<file path="src/rtl/full_band_elastic_fifo.sv">
// DEPTH-entry valid/ready elastic FIFO, one transfer per cycle, with count, almost_full and optional empty bypass.
// Latency 1 cycle registered, 0 in fall-through when empty; ready_o depends only on stored count (full blocks push even on pop).
module full_band_elastic_fifo #(
  parameter int DW          = 16,
  parameter int DEPTH       = 4,
  parameter int AF_LEVEL    = DEPTH - 1,
  parameter int FALLTHROUGH = 0
) (
  input  logic                         clk,
  input  logic                         rst,
  input  logic [DW-1:0]                din,
  input  logic                         valid_i,
  output logic                         ready_o,
  output logic [DW-1:0]                dout,
  output logic                         valid_o,
  input  logic                         ready_i,
  output logic [$clog2(DEPTH+1)-1:0]   count,
  output logic                         almost_full
);

  localparam int AW = $clog2(DEPTH);
  localparam int CW = $clog2(DEPTH + 1);
  localparam bit FT = (FALLTHROUGH != 0);
  localparam logic [CW-1:0] FULL_CNT = CW'(DEPTH);
  localparam logic [CW-1:0] AF_CNT   = CW'(AF_LEVEL);

  logic [DW-1:0] mem_q [DEPTH];
  logic [DW-1:0] mem_d [DEPTH];
  logic [AW-1:0] wr_ptr_q, wr_ptr_d;
  logic [AW-1:0] rd_ptr_q, rd_ptr_d;
  logic [CW-1:0] count_q, count_d;

  logic empty;
  logic push;
  logic bypass;
  logic store;
  logic pop_mem;

  always_comb begin
    empty   = (count_q == '0);
    ready_o = (count_q != FULL_CNT);

    // In fall-through mode an empty buffer presents the incoming word directly.
    if (FT && empty) begin
      valid_o = valid_i;
      dout    = valid_i ? din : mem_q[rd_ptr_q];
    end else begin
      valid_o = !empty;
      dout    = mem_q[rd_ptr_q];
    end

    push    = valid_i & ready_o;
    bypass  = push & FT & empty & ready_i;
    store   = push & ~bypass;
    pop_mem = valid_o & ready_i & ~empty;

    mem_d = mem_q;
    if (store) begin
      mem_d[wr_ptr_q] = din;
    end

    wr_ptr_d = store   ? wr_ptr_q + AW'(1) : wr_ptr_q;
    rd_ptr_d = pop_mem ? rd_ptr_q + AW'(1) : rd_ptr_q;

    count_d = count_q;
    if (store && !pop_mem) begin
      count_d = count_q + CW'(1);
    end else if (pop_mem && !store) begin
      count_d = count_q - CW'(1);
    end

    count       = count_q;
    almost_full = (count_q >= AF_CNT);
  end

  always_ff @(posedge clk) begin
    if (rst) begin
      mem_q    <= '{default: '0};
      wr_ptr_q <= '0;
      rd_ptr_q <= '0;
      count_q  <= '0;
    end else begin
      mem_q    <= mem_d;
      wr_ptr_q <= wr_ptr_d;
      rd_ptr_q <= rd_ptr_d;
      count_q  <= count_d;
    end
  end

endmodule

</file>
<file path="config.mk">
export PLATFORM = sky130hd
export DESIGN_NAME = full_band_elastic_fifo
export DESIGN_NICKNAME = d
export VERILOG_FILES = /design/src/rtl/full_band_elastic_fifo.sv
export SDC_FILE = /design/constraint.sdc
export NUM_CORES = 1
export LEC_CHECK = 0
export ABC_CLOCK_PERIOD_IN_PS = 2000
export CAP_MARGIN = 15
export CORE_ASPECT_RATIO = 0.7
export CORE_MARGIN = 8
export CORE_UTILIZATION = 55
export DETAILED_ROUTE_END_ITERATION = 8
export DONT_BUFFER_PORTS = 1
export GPL_TIMING_DRIVEN = 0
export PLACE_DENSITY_LB_ADDON = 0.25
export SYNTH_ARGS = -nofsm -noshare
export SYNTH_HDL_FRONTEND = slang
export SYNTH_SLANG_ARGS = --single-unit
</file>
<file path="constraint.sdc">
create_clock -name clk -period 2 [get_ports clk]
set_clock_uncertainty 0.15 [all_clocks]
set_input_delay 0.2 -clock clk [delete_from_list [all_inputs] [get_ports clk]]
set_output_delay 0.2 -clock clk [all_outputs]
set_load 0.01 [all_outputs]
</file>
**After elaboration in Yosys (flattened, before gate mapping)**

Cells that the tools add are included.

- Bits in writable memories: 0
- Memory bits (read-only): 0
- Bits in latches: 0
- Memories kept: 0
- Word-level logic and storage cells: 38
- Register bits: 71
- Output and inout bits: 22
- Input port bits: 20

- Shifts and indexed selects: 0
- Equal/unequal tests: 1
- Divide/modulo/power cells: 0
- Reductions and logical operators: 8
- Bitwise gates (word level): 6
- $add $sub $neg: 4
- Magnitude comparators: 4
- Multiply operators: 0
- Muxes and demuxes: 8

Operator list:

| kind | number |
|---|---|
| 64-bit bitwise mux | 1 |
| 16-bit 2-to-1 mux | 3 |
| 16-bit binary-select mux with 2-bit select | 1 |
| 16-bit demux with 2-bit select | 1 |
| 3-bit greater-or-equal comparator (second input constant) | 2 |
| 3-bit 2-to-1 mux | 2 |
| 2-bit inverter with 3-bit output | 2 |
| 2-bit by 1-bit adder with 2-bit output (second input constant) | 2 |
| 3-bit by 1-bit adder with 3-bit output (second input constant) | 1 |
| 1-bit bitwise AND | 3 |
| 3-bit by 2-bit greater-or-equal comparator with 1-bit output (second input constant) | 1 |
| 1-bit logical AND | 3 |
| 1-bit logical NOT | 3 |
| 3-bit logical NOT | 1 |
| 3-bit by 1-bit < comparator with 1-bit output (second input constant) | 1 |
| 3-bit != test (second input constant) | 1 |
| 3-bit by 1-bit subtractor with 3-bit output (second input constant) | 1 |
| 2-bit nonzero test | 1 |
| 1-bit inverter | 1 |

**Logic depth before layout (Yosys ltp)**

- Depth in word-level cells: 7
- Mapped depth: 9
- Mapped depth without buffers: 8

**Worst setup path before layout**

OpenSTA, ideal clock, no wires.

- Kind: reg2reg
- From: reg count_q[0] (netlist: count[0])
- To: reg count_q[2] (netlist: count[2])
- Stages on the path, launching flop included: 10
- Arrival time: 2109 ps
- Data required time: 1780 ps
- Path slack: -329 ps
- Buffers on the path: 1
- Path through: dfxtp_1 -> or3b_1 -> buf_6 -> and2_4 -> ha_1 -> inv_1 -> fa_1 -> xor2_1 -> or3_1 -> a21oi_1

- Elaborated cells on any way between the ends: 16
- Those cells by class: add/sub: 2; eq/ne: 1; mux: 2; bitwise: 4; reduce/logical: 7

RTL lines:

| what | RTL line | source |
|---|---|---|
| start: declaration | 31 | `logic [CW-1:0] count_q, count_d;` |
| start signal: assignment | 86 | `count_q <= count_d;` |
| 3-bit != test (*) | 41 | `ready_o = (count_q != FULL_CNT);` |
| via ready_o | 13 | `output logic ready_o,` |
| 1-bit bitwise AND (*) | 52 | `push = valid_i & ready_o;` |
| via push | 34 | `logic push;` |
| 1-bit logical NOT | 68 | `end else if (pop_mem && !store) begin` |
| 1-bit logical AND | 68 |  |
| 2-bit nonzero test (no source line) | n/a |  |

The timed path passes the listed nets; every way through them passes the cells marked *. The select of a mux whose other input is x is not followed.
A chain may end at the register's enable or synchronous reset.

**Worst setup path in the final report**

- From: reg count_q[2] (netlist: count[2])
- To: reg count_q[2] (netlist: count[2])

Same word-level chain as after synthesis.

==> results.tsv <==
stage	metric	value	unit
power_and_ir_drop	clock power share	27.4	%
sta	Worst slew margin	67.9	%
setup_path	Reg2Reg Capture Point	count[2]$_SDFFE_PP0P_	
setup_path	Worst Path Required	2.12	ns
final_layout	# diodes	0	
sta	Setup Viol. Count Final	2	
global_routing	vias in the first global route	2293	
drt	DR vias/cell	5.35	
place	RePlAce Congestion	0.742	
die	Chip Width	109	microns
synth	Post-Synthesis Cells	289	
synth	Synth area leaders	dfxtp_1 42%, mux2i_1 19%, nand2b_1 15%	
power_and_ir_drop	Flop pwr share	41.9	%
power_and_ir_drop	Power Density	1060	nW/um^2
drt	Avg WL per Cell	18.5	microns
clocking	Clock Latency Late Sink	0.34	ns
drt	initial drt markers	66	
min_path	Endpoint, Worst Hold	wr_ptr_q[1]$_SDFFE_PP0P_	
drt	DRC Markers	0	
global_routing	first-pass GRT wire length	12100	microns
final_layout	Syn-to-layout area delta	17.7	%
power_and_ir_drop	leakage	1.72	nW
sta	RSZ-0062 raised after global routing	true	
final_layout	commonest non-fill, non-tap cell in the layout	nand2b_1	
synth	share of Yosys cell area claimed by the top area cell type	42.4	%
sta	hold slack	0.176	ns
power_and_ir_drop	NetSw	0.00127	W
setup_path	Reg-to-Reg Start	count[2]$_SDFFE_PP0P_	
power_and_ir_drop	Sw Ratio	30.5	%
clocking	Max clock buf depth	2	
synth	Syn Area/Cell	11.6	sq um
final_layout	Util after Layout	68.0	%
setup_path	slowest cell on the critical path	dfxtp_4	
clocking	Clock transition at path regs	0.07	ns
setup_path	CP endpoint kind	flop	
synth	dominant cell type by area after synthesis	dfxtp_1	
die	Starting Density	57.7	%
die	Site Rows	23	
die	DIE AREA	8900	sq um
min_path	hold path start	valid_i	
drt	Vias	2167	
synth	Distinct cells, synth	26	
global_routing	largest net degree at the start of global routing	12	
clocking	Root Driver	clkbuf_8	
global_routing	GRT Resource Usage Total	18.3	%
power_and_ir_drop	Gate power share	30.8	%
setup_path	worst reg2reg path depth	9	
min_path	WHS Path Cells	3	
synth	count of warnings emitted by yosys	0	
sta	setup ws final	-0.207	ns
drt	Post-DRT Antenna Nets	0	
global_routing	initial antenna violation count	0	
clocking	Clock Sinks	71	
synth	Syn Nets	315	
sta	Final Max Tran Viols	0	
final_layout	number of nets in the layout	351	
power_and_ir_drop	worst vdd ir	0.690	mV
synth	synthesis-stage register bit count	71	
setup_path	WP data arrival	2.33	ns
die	io pins	42	
setup_path	max incr delay on CP	0.40	ns
place	input/output buffers	0	
final_layout	most frequent cells in the layout	80 x nand2b_1, 67 x dfxtp_1, 65 x mux2i_1, 17 x dlygate4sd3_1, 16 x mux4_2	
clocking	number of buffers created by CTS	9	
setup_path	Reg2Reg Setup Slack	-0.21	ns
final_layout	layout cell share with drive strength beyond 1	19.7	%
sta	worst-margin pin slew	0.481	ns
place	DP HPWL	5070	microns
synth	Post-Syn Area	3360	sq um
power_and_ir_drop	cell-internal power	0.00290	W
run_status	status	finished, violations left	
sta	final hold violations	0	
global_routing	gr ovfl total	0	
clocking	CTS H-Tree Depth	3	
place	pre-CTS worst setup slack	-0.216	ns
run_status	failing checks	setup timing	
synth	sequential fraction of the synthesis area	42.4	%
setup_path	CP Max Fanout	8	
sta	fmax	453	MHz
drt	WL final	7500	microns
die	Chip Height	81.4	microns
drt	DR pass1 iterations	4	
clocking	CTS tree	done	
run	Max Cap Viol	0	
setup_path	crit path cell chain	or3b_4 > buf_6 > and2_4 > ha_4 > inv_2 > fa_2 > xor2_1 > or3_1 > a21oi_1	
sta	Final period util	110	%
min_path	Hold Path Class	input port to flop	
sta	min Tclk post-route	2.21	ns
setup_path	Worst setup SP type	flop	
setup_path	crit path kind	flop to flop	
die	core outline area	5810	sq um
-- how the worst max path moves through the flow --
stage	startpoint	to	slack, ns
after floorplan	count[1]$_SDFFE_PP0P_	count[2]$_SDFFE_PP0P_	-0.13
after global placement	count[0]$_SDFFE_PP0P_	count[2]$_SDFFE_PP0P_	-0.20
after detailed placement	count[0]$_SDFFE_PP0P_	count[2]$_SDFFE_PP0P_	-0.22
after CTS	count[2]$_SDFFE_PP0P_	count[2]$_SDFFE_PP0P_	-0.23
after global routing	count[2]$_SDFFE_PP0P_	count[2]$_SDFFE_PP0P_	-0.32
final	count[2]$_SDFFE_PP0P_	count[2]$_SDFFE_PP0P_	-0.21
-- logic make-up (layout without fill, tap and decap cells) --
family	after synthesis	after routing	synth area share [%]
mux	82	82	30.5
xor+xnor	4	4	1.04
compound gates	6	6	1.23
flops	71	71	42.4
fa+ha+maj	6	6	2.46
simple gates	97	97	18.5
buf+inv	23	64	3.99
-- critical path: cells and delay by family (launching register included) --
family                   cells  cell delay (ns)
XOR/XNOR                     1             0.07
AO/OA/AOI/OAI                1             0.12
buffers and inverters        2             0.20
AND/OR/NAND/NOR              3             0.86
adder cells (fa/ha/maj)      2             0.34
flip-flops                   1             0.40
-- power by group through the flow --
stage / Sequential, W / Clock (W) / Combinational, W
6_report: 0.00175 / 0.00114 / 0.00129
5_1_grt: 0.00178 / 0.00123 / 0.00141
4_1_cts: 0.00174 / 0.00116 / 0.00121
3_5_place_dp: 0.00176 / 0 / 0.00113
3_3_place_gp: 0.00175 / 0 / 0.00110
2_1_floorplan: 0.00172 / 0 / 0.000928
-- layer usage --
layer	wire length, microns	share of wire [%]	vias up	global-route usage, %
li1	-	-	1074	-
met1	3530	47	1045	23.2
met2	3490	47	43	28.8
met3	416	5.6	5	7.51
met4	55	0.73	0	3.62
met5	0	0	-	0
-- through the flow --
step | power [W] | cells | setup TNS (ns) | area (sq um)
after global routing | 0.00441 | 405 | -0.580 | 3950
after CTS | 0.00412 | 400 | -0.406 | 3900
after detailed placement | 0.00288 | 364 | -0.399 | 3480
after floorplan | 0.00265 | 289 | -0.250 | 3390
final | 0.00417 | 405 | -0.383 | 3950
after global placement | 0.00285 | 364 | -0.367 | 3480
-- synth_stat cells --
library cell / instances
and3_4: 2
nand3_1: 1
inv_1: 3
clkbuf_1: 11
a21oi_1: 1
nand2b_1: 80
o21ai_0: 1
nor2_1: 6
mux4_2: 16
a21o_1: 1
nand4b_1: 1
o311ai_0: 1
dfxtp_1: 71
buf_2: 2
fa_1: 1
ha_1: 5
and2_4: 1
buf_4: 2
nand3_2: 3
or3_1: 2
or3b_1: 1
xor2_1: 4
mux2_2: 1
buf_6: 5
mux2i_1: 65
o31ai_1: 2
-- state kept, by name, indices dropped and copies added (netlist names) --
register  flops
count         3
mem_q        64
wr_ptr_q      2
rd_ptr_q      2
-- repair_timing --
item / 4_1_cts / 5_1_grt
hold endpoints to repair: 66 / 0
setup buffers: 3 / 5
resized for setup: 6 / 4
pin swaps: 3 / 1
hold buffers: 17 / 0
setup endpoints to repair: 11 / 11
gates cloned: 1 / 0
-- cell type report --
| cell class | count | area [sq um] |
|---|---|---|
| Sequential cell | 71 | 1430 |
| Multi-Input combinational cell | 195 | 1820 |
| Buffer | 19 | 149 |
| Clock inverter | 2 | 10.0 |
| Inverter | 3 | 11.3 |
| Timing Repair Buffer | 26 | 235 |
| Clock buffer | 14 | 194 |
| Tap cell | 75 | 93.8 |
| Fill cell | 443 | 1860 |
(Power assumes the default switching activity.)
